### src/rtl/fx68k_clken.sv
// rtl/fx68k_clken.sv - phase-enable and reset sequencer feeding the fx68k core
// Optional freeze input enabled by defining FX68K_CLKEN_HOLD_EN.

package fx68k_pkg;
    typedef struct packed {
        logic coreReset;
        logic pwrUp;
        logic enPhi1;
        logic enPhi2;
    } s_clks;
endpackage

module fx68k_clken #(
    parameter int DIV      = 2,
    parameter int RST_HOLD = 16
) (
    input  logic              clk,
    input  logic              extReset,
    input  logic              coldStart,
`ifdef FX68K_CLKEN_HOLD_EN
    input  logic              hold,
`endif
    output logic              enPhi1,
    output logic              enPhi2,
    output logic              coreReset,
    output logic              pwrUp,
    output fx68k_pkg::s_clks  clks
);

    localparam logic [3:0] DIV_LAST  = 4'(DIV - 1);
    localparam logic [7:0] HOLD_INIT = 8'(RST_HOLD);

    typedef enum logic [1:0] {
        RESET,
        STRETCH,
        RUN
    } rstState_t;

    rstState_t   state;
    rstState_t   stateNxt;
    logic [3:0]  divCnt;
    logic [3:0]  divCntNxt;
    logic        ph;
    logic        phNxt;
    logic [7:0]  holdCnt;
    logic [7:0]  holdCntNxt;
    logic        enPhi1Nxt;
    logic        enPhi2Nxt;
    logic        coreResetNxt;
    logic        pwrUpNxt;
    logic        freeze;

`ifdef FX68K_CLKEN_HOLD_EN
    assign freeze = hold;
`else
    assign freeze = 1'b0;
`endif

    always_ff @(posedge clk) begin
        if (extReset) begin
            state     <= RESET;
            divCnt    <= 4'd0;
            ph        <= 1'b0;
            holdCnt   <= HOLD_INIT;
            enPhi1    <= 1'b0;
            enPhi2    <= 1'b0;
            coreReset <= 1'b1;
            pwrUp     <= coldStart;
        end else begin
            state     <= stateNxt;
            divCnt    <= divCntNxt;
            ph        <= phNxt;
            holdCnt   <= holdCntNxt;
            enPhi1    <= enPhi1Nxt;
            enPhi2    <= enPhi2Nxt;
            coreReset <= coreResetNxt;
            pwrUp     <= pwrUpNxt;
        end
    end

    // Divider: ph records which phase fires next, so strobes strictly alternate.
    always_comb begin
        divCntNxt = divCnt;
        phNxt     = ph;
        enPhi1Nxt = 1'b0;
        enPhi2Nxt = 1'b0;
        if (!freeze) begin
            if (divCnt == DIV_LAST) begin
                divCntNxt = 4'd0;
                phNxt     = ~ph;
                enPhi1Nxt = ~ph;
                enPhi2Nxt = ph;
            end else begin
                divCntNxt = divCnt + 4'd1;
            end
        end
    end

    // Stretch counts completed PHI2 strobes; a frozen strobe does not count.
    always_comb begin
        stateNxt     = state;
        holdCntNxt   = holdCnt;
        coreResetNxt = coreReset;
        pwrUpNxt     = pwrUp;
        case (state)
            RESET, STRETCH: begin
                stateNxt = STRETCH;
                if (enPhi2 && !freeze && (holdCnt != 8'd0)) begin
                    if (holdCnt == 8'd1) begin
                        holdCntNxt   = 8'd0;
                        coreResetNxt = 1'b0;
                        pwrUpNxt     = 1'b0;
                        stateNxt     = RUN;
                    end else begin
                        holdCntNxt = holdCnt - 8'd1;
                    end
                end
            end
            RUN: begin
                holdCntNxt   = 8'd0;
                coreResetNxt = 1'b0;
                pwrUpNxt     = 1'b0;
            end
            default: begin
                stateNxt = RESET;
            end
        endcase
    end

    assign clks.coreReset = coreReset;
    assign clks.pwrUp     = pwrUp;
    assign clks.enPhi1    = enPhi1;
    assign clks.enPhi2    = enPhi2;

    aEnablesExclusive: assert property (@(posedge clk) !(enPhi1 && enPhi2));
    aDivInRange:       assert property (@(posedge clk) disable iff (extReset) divCnt <= DIV_LAST);

endmodule

### config.mk
export PLATFORM = sky130hd
export DESIGN_NAME = fx68k_clken
export DESIGN_NICKNAME = d
export VERILOG_FILES = /design/src/rtl/fx68k_clken.sv
export SDC_FILE = /design/constraint.sdc
export NUM_CORES = 1
export LEC_CHECK = 0
export CORE_ASPECT_RATIO = 0.8
export CORE_UTILIZATION = 45
export CTS_CLUSTER_DIAMETER = 40
export CTS_CLUSTER_SIZE = 8
export DETAILED_ROUTE_END_ITERATION = 10
export GPL_TIMING_DRIVEN = 0
export HOLD_SLACK_MARGIN = 0.1
export PLACE_DENSITY = 0.66
export SLEW_MARGIN = 20
export SYNTH_ARGS = -nofsm -noshare
export SYNTH_HDL_FRONTEND = slang
export SYNTH_SLANG_ARGS = --single-unit
### constraint.sdc
create_clock -name clk -period 2.6 [get_ports clk]
set_input_delay 0.26 -clock clk [delete_from_list [all_inputs] [get_ports clk]]
set_output_delay 0.26 -clock clk [all_outputs]
set_load 0.02 [all_outputs]
==> summary.txt, run 1 <==
Logic synthesis
  – Synth Area per Inst: 9.291 um^2
  – YS warnings: 0
  – Async set or reset register ratio after synthesis: 0
  – Netlist area before placement: 938.4 um^2
  – Number of instances in the synthesized netlist: 101
  – Number of synthesized flops with an enable pin: 1
  – Net count after synthesis: 109
  – Dominant register cell in the synthesized netlist: sky130_fd_sc_hd__dfxtp_1
  – Seq cells post-synth: 19
  – Sequential area share after synthesis: 0.4160
  – Number of library cell types mapped by synthesis: 36

Timing
  – Number of endpoints failing setup at the final stage: 0
  – Share of the clock period used by the worst path: 0.7390
  – Unrepaired setup endpoints after global routing: false
  – Pins over their slew limit: 0
  – Clock tree skew after final layout: 4.943 ps
  – Slew margin rel.: 0.5436
  – Final hold violation count: 0
  – Final critical delay including setup and external delays: 1921 ps
  – Final Hold Slack: 486.0 ps
  – Fmax: 520.5 MHz
  – Total negative slack: 0 ps
  – Transition time at the pin with the least slew margin: 679.4 ps

Floorplanning
  – Row count: 14
  – Starting density of the core: 0.4870
  – Die outline area: 2273 um^2
  – Placeable core region: 1927 um^2
  – I/O pins: 11
  – Die boundary height: 42.85 um
  – Die Width: 53.06 um

Pwr
  – Total power draw: 576.3 uW
  – Static Leak: 0.0004589 uW
  – Total power density per cell area: 525.8 nW/um^2
  – Worst voltage drop across the vdd grid: 0.0004432 V

Worst setup path
  – Crit Path Max Fanout: 8
  – Required time worst endpoint: 2790 ps
  – Worst Setup Start Kind: register
  – Kind of end point of the critical path: register
  – Critical path class: register to register
  – Worst setup slack for register-to-register paths: 680 ps
  – Worst path arrival time: 2110 ps

Clocking
  – Inserted Clock Buffers: 3
  – Clock-pin transition on the worst setup and hold timing paths: 110 ps
  – Clock insertion delay at the later pin of the skew report: 300 ps
  – Root Driver: sky130_fd_sc_hd__clkbuf_4
  – Post-CTS Repair Setup Buffers: 0
  – TritonCTS clock tree: yes
  – Cells resized by post-CTS repair: 0
  – # hold bufs at CTS: 0
  – H-tree Lvls: 1
  – Number of buffers on the longest clock path: 2
  – CTS Sinks: 19

Place
  – Number of port buffers: 10
  – Cell count after placement: 135
  – RePlAce Congestion: 0.7824
  – HPWL reported at the end of detailed placement: 1352 um

Global routing
  – Global-route wire length before repair: 3029 um
  – Overflow left after global routing: 0
  – Number of global-route vias before repair: 671
  – Overall track demand over capacity in global routing: 0.1885
  – Pin count of the biggest net entering global routing: 12
  – Antenna violations before repair: 0

Detailed routing
  – First-pass DRT Iterations: 4
  – Post-detailed-route count of antenna-violating nets: 0
  – Per-cell routed wire length: 12.60 um
  – Number of DRC markers after the initial detailed-route iteration: 11
  – Overall routed net length: 1752 um
  – DR vias/cell: 5.381
  – DR DRC count: 0
  – Vias after detailed routing: 748

Status
  – Status: complete, no violations

Finish
  – Final net count: 124
  – Final instance count without filler cells: 139
  – Count of fill cells added during filler insertion: 190
  – Area growth from synthesis to layout: 16.80%
  – Most common cell after layout, fill and taps aside: sky130_fd_sc_hd__dfxtp_1
  – Most frequent cells in the layout: sky130_fd_sc_hd__dfxtp_1, sky130_fd_sc_hd__clkdlybuf4s50_1, sky130_fd_sc_hd__nor2_1, sky130_fd_sc_hd__inv_1, sky130_fd_sc_hd__nor3_1
  – Fraction of final layout cells with drive strength greater than 1: 0.1217
  – Antenna diode instance count: 0
  – Multi-input logic area: 488.0 um^2
  – Storage cell area: 390.4 um^2

Worst hold path
  – Tightest Hold Check Type: register to register

Job
  – Number of max-capacitance violations reported: 0
## cells in the mapped netlist, types with 2 or more instances
| cell | count | area share |
|---|---|---|
| sky130_fd_sc_hd__dfxtp_1 | 18 | 0.38 |
| sky130_fd_sc_hd__nor2_1 | 9 | 0.036 |
| sky130_fd_sc_hd__inv_1 | 7 | 0.028 |
| sky130_fd_sc_hd__nor3_1 | 6 | 0.032 |
| sky130_fd_sc_hd__ha_1 | 5 | 0.067 |
| sky130_fd_sc_hd__a21oi_1 | 4 | 0.021 |
| sky130_fd_sc_hd__buf_4 | 4 | 0.032 |
| sky130_fd_sc_hd__nand2_1 | 4 | 0.016 |
| sky130_fd_sc_hd__nand2b_1 | 4 | 0.027 |
| sky130_fd_sc_hd__nand3_1 | 4 | 0.021 |
| sky130_fd_sc_hd__nor3b_1 | 4 | 0.032 |
| sky130_fd_sc_hd__a211o_1 | 3 | 0.028 |
| sky130_fd_sc_hd__a21o_1 | 3 | 0.024 |
| sky130_fd_sc_hd__and3_1 | 2 | 0.013 |
| sky130_fd_sc_hd__nand3b_1 | 2 | 0.016 |
| sky130_fd_sc_hd__nor4_1 | 2 | 0.013 |
## cell type report
| class | count | area share |
|---|---|---|
| flip-flops and latches | 19 | 0.3562 |
| inverters | 7 | 0.02397 |
| plain buffers | 5 | 0.03082 |
| repair buffers | 10 | 0.09132 |
| clock inverters | 1 | 0.004566 |
| multi-input cells | 70 | 0.4452 |
| well taps | 24 | 0.02740 |
| clock buffers | 3 | 0.02055 |
## cell families after synthesis
family	Yosys count	synth area share
xor+xnor	2	0.01867
simple gates	46	0.2800
compound gates	15	0.1320
buf+inv	12	0.06400
fa+ha+maj	5	0.06667
flops	19	0.4160
mux	2	0.02267
## routing by layer
metal	GRT usage	part of all wire	vias to the layer above
li1	-	-	380
met1	0.2649	0.52	347
met2	0.2658	0.42	19
met3	0.07527	0.052	2
met4	0.04737	0.0063	0
met5	0	0	-
## worst paths after layout
| kind | startpoint | end | cells past startpoint |
|---|---|---|---|
| setup / recovery | holdCnt[2] | holdCnt[7] | 4 |
| hold / removal | ph | enPhi1 | 1 |
| setup reg to reg | holdCnt[2] | holdCnt[7] | 4 |
| hold reg to reg | ph | enPhi1 | 1 |
## power by group
part	leakage [uW]	total, uW	switching [uW]	internal (uW)
Sequential	0.000157	328	16.6	312
Clock	0.0000177	149	91.4	57.3
Combinational	0.000285	99.3	51.2	48.1
Total	0.000459	576	159	417
## worst max-delay path, stage by stage (launching register included)
cell and delay [ps]:
sky130_fd_sc_hd__dfxtp_1 370, sky130_fd_sc_hd__or4_4 590, sky130_fd_sc_hd__o311ai_4 460, sky130_fd_sc_hd__nor3b_1 110, sky130_fd_sc_hd__a211o_1 280
## flip-flops by register name, summed over array words and instances, names as in the netlist
register   cells
holdCnt        8
divCnt         4
state          2
coreReset      1
enPhi1         1
enPhi2         1
ph             1
pwrUp          1
## metrics by stage
step | instance area, um^2 | util | setup WS [ps]
global route | 1096 | 0.5688 | 560.9
floorplan | 938.4 | - | 841.2
global placement | 1069 | 0.5545 | 724.9
CTS | 1096 | 0.5688 | 673.8
finish | 1096 | 0.5688 | 678.6
detailed placement | 1069 | 0.5545 | 703.8
Note: power is estimated with default switching activity, not from simulation.
==> inputs of run 2 (changes only) <==
==> constraint.sdc (replaced) <==
create_clock -name clk -period 1.85 [get_ports clk]
set_input_delay 0.185 -clock clk [delete_from_list [all_inputs] [get_ports clk]]
set_output_delay 0.185 -clock clk [all_outputs]
set_load 0.02 [all_outputs]
==> summary.txt, run 2 (synthesis results as in run 1) <==
Timing
  – Share of the clock period used by the worst path: 0.9858
  – Transition time at the pin with the least slew margin: 690.1 ps
  – Final Hold Slack: 485.6 ps
  – Slew margin rel.: 0.5364
  – Final hold violation count: 0
  – Slack of the critical path: 26.22 ps
  – Unrepaired setup endpoints after global routing: true
  – Number of endpoints failing setup at the final stage: 0
  – Final critical delay including setup and external delays: 1824 ps
  – Fmax: 548.3 MHz
  – Pins over their slew limit: 0
  – Clock tree skew after final layout: 4.972 ps

Floorplanning
  – Row count: 14
  – Die Width: 53.06 um
  – Die outline area: 2273 um^2
  – I/O pins: 11
  – Placeable core region: 1927 um^2
  – Die boundary height: 42.85 um
  – Starting density of the core: 0.4870

Detailed routing
  – DR DRC count: 0
  – Number of DRC markers after the initial detailed-route iteration: 10
  – Per-cell routed wire length: 13.28 um
  – Post-detailed-route count of antenna-violating nets: 0
  – Vias after detailed routing: 753
  – Overall routed net length: 1873 um
  – DR vias/cell: 5.340
  – First-pass DRT Iterations: 4

Clocking
  – # hold bufs at CTS: 0
  – H-tree Lvls: 1
  – Clock-pin transition on the worst setup and hold timing paths: 110 ps
  – CTS Sinks: 19
  – Clock insertion delay at the later pin of the skew report: 300 ps
  – Root Driver: sky130_fd_sc_hd__clkbuf_4
  – TritonCTS clock tree: yes
  – Inserted Clock Buffers: 3
  – Number of buffers on the longest clock path: 2

Global routing
  – Global-route wire length before repair: 3139 um
  – Overall track demand over capacity in global routing: 0.1959
  – Number of global-route vias before repair: 687
  – Antenna violations before repair: 0
  – Overflow left after global routing: 0
  – Pin count of the biggest net entering global routing: 12

Finish
  – Largest register by flop count: holdCnt
  – Antenna diode instance count: 0
  – Top Registers: holdCnt x8, divCnt x4, state x2
  – Area growth from synthesis to layout: 20.13%
  – Largest register FFs: 8
  – Most frequent cells in the layout: sky130_fd_sc_hd__dfxtp_1, sky130_fd_sc_hd__clkdlybuf4s50_1, sky130_fd_sc_hd__nor2_1, sky130_fd_sc_hd__inv_1, sky130_fd_sc_hd__nor3_1
  – Most common cell after layout, fill and taps aside: sky130_fd_sc_hd__dfxtp_1
  – Finished layout cell area: 1127 um^2
  – Fraction of final layout cells with drive strength greater than 1: 0.1709
  – Count of fill cells added during filler insertion: 191
  – Final net count: 126

Job
  – Number of max-capacitance violations reported: 0

Worst setup path
  – Critical path class: register to register
  – R2r worst-path depth: 5
  – Crit Path Max Fanout: 8
  – End of the worst register-to-register path: holdCnt[7]
  – Startpoint of the most critical register-to-register path: holdCnt[2]
  – Kind of end point of the critical path: register
  – Required time worst endpoint: 2040 ps
  – Worst Setup Start Kind: register
  – Worst path arrival time: 2020 ps
  – Worst setup slack for register-to-register paths: 30 ps

Status
  – Status: complete, no violations

Worst hold path
  – Tightest Hold Check Type: register to register
  – Number of cells traversed by the worst hold path: 1
  – Endpoint with the worst hold slack: enPhi1
  – Worst Hold Launch: ph

Place
  – HPWL reported at the end of detailed placement: 1352 um
  – RePlAce Congestion: 0.7824
  – Dpl cell area: 1069 um^2
  – Post-Place Setup Slack: -46.22 ps
  – Number of port buffers: 10

Pwr
  – Static Leak: 0.0004707 uW
  – Total power density per cell area: 722.5 nW/um^2
  – Total power draw: 814.4 uW
  – Worst voltage drop across the vdd grid: 0.0006252 V
## run 2: cell count changes in the layout (fill, tap and decap cells not counted), sizes merged
| cell | previous run | this run |
|---|---|---|
| buf | 4 | 6 |
## run 2: final cells by class
cell class              count  area, um^2  area share
multi-input cells          70       498.0      0.4417
flip-flops and latches     19       392.9      0.3485
repair buffers             12       118.9      0.1054
plain buffers               5       33.78     0.02997
well taps                  24       30.03     0.02664
inverters                   7       26.28     0.02331
clock buffers               3       22.52     0.01998
clock inverters             1       5.005    0.004440
## run 2: worst max-delay path, stage by stage (launching register included)
cell                       delay (ps)
sky130_fd_sc_hd__dfxtp_2          360
sky130_fd_sc_hd__or4_4            580
sky130_fd_sc_hd__o311ai_4         290
sky130_fd_sc_hd__buf_6            170
sky130_fd_sc_hd__nor3b_1           50
sky130_fd_sc_hd__a211o_1          260
## run 2: how the worst max path moves through the flow
stage	from	endpoint	slack (ps)	cells past startpoint
global route	holdCnt[2]	holdCnt[7]	-40	5
global placement	holdCnt[2]	pwrUp	-30	4
detailed placement	holdCnt[2]	holdCnt[7]	-50	4
finish	holdCnt[2]	holdCnt[7]	30	5
floorplan	holdCnt[2]	holdCnt[2]	90	4
CTS	holdCnt[0]	holdCnt[7]	8	4
## run 2: per-layer routing
| metal | global-route usage | routed length (um) |
|---|---|---|
| met1 | 0.2649 | 980 |
| met2 | 0.2911 | 815 |
| met3 | 0.07527 | 65 |
| met4 | 0.04737 | 11 |
| met5 | 0 | 0 |
## run 2: power by group
part / internal (uW) / switching [uW] / leakage (uW)
Sequential: 438 / 23.5 / 0.000158
Clock: 80.6 / 129 / 0.0000177
Combinational: 69.2 / 73.7 / 0.000295
Total: 588 / 226 / 0.000471
## run 2: stage by stage
step	TNS (ps)	cells	util
3_5_place_dp	-152.2	135	0.5545
2_1_floorplan	0	101	-
5_1_grt	-80.71	141	0.5851
3_3_place_gp	-29.53	135	0.5545
4_1_cts	0	140	0.5779
6_report	0	141	0.5851
## run 2: timing repair
action / in CTS / in global routing
setup buffers: 1 / 1
setup endpoints to repair: 4 / 4
pin swaps: 1 / 0
resized for setup: 2 / 3
gates cloned: 0 / 0
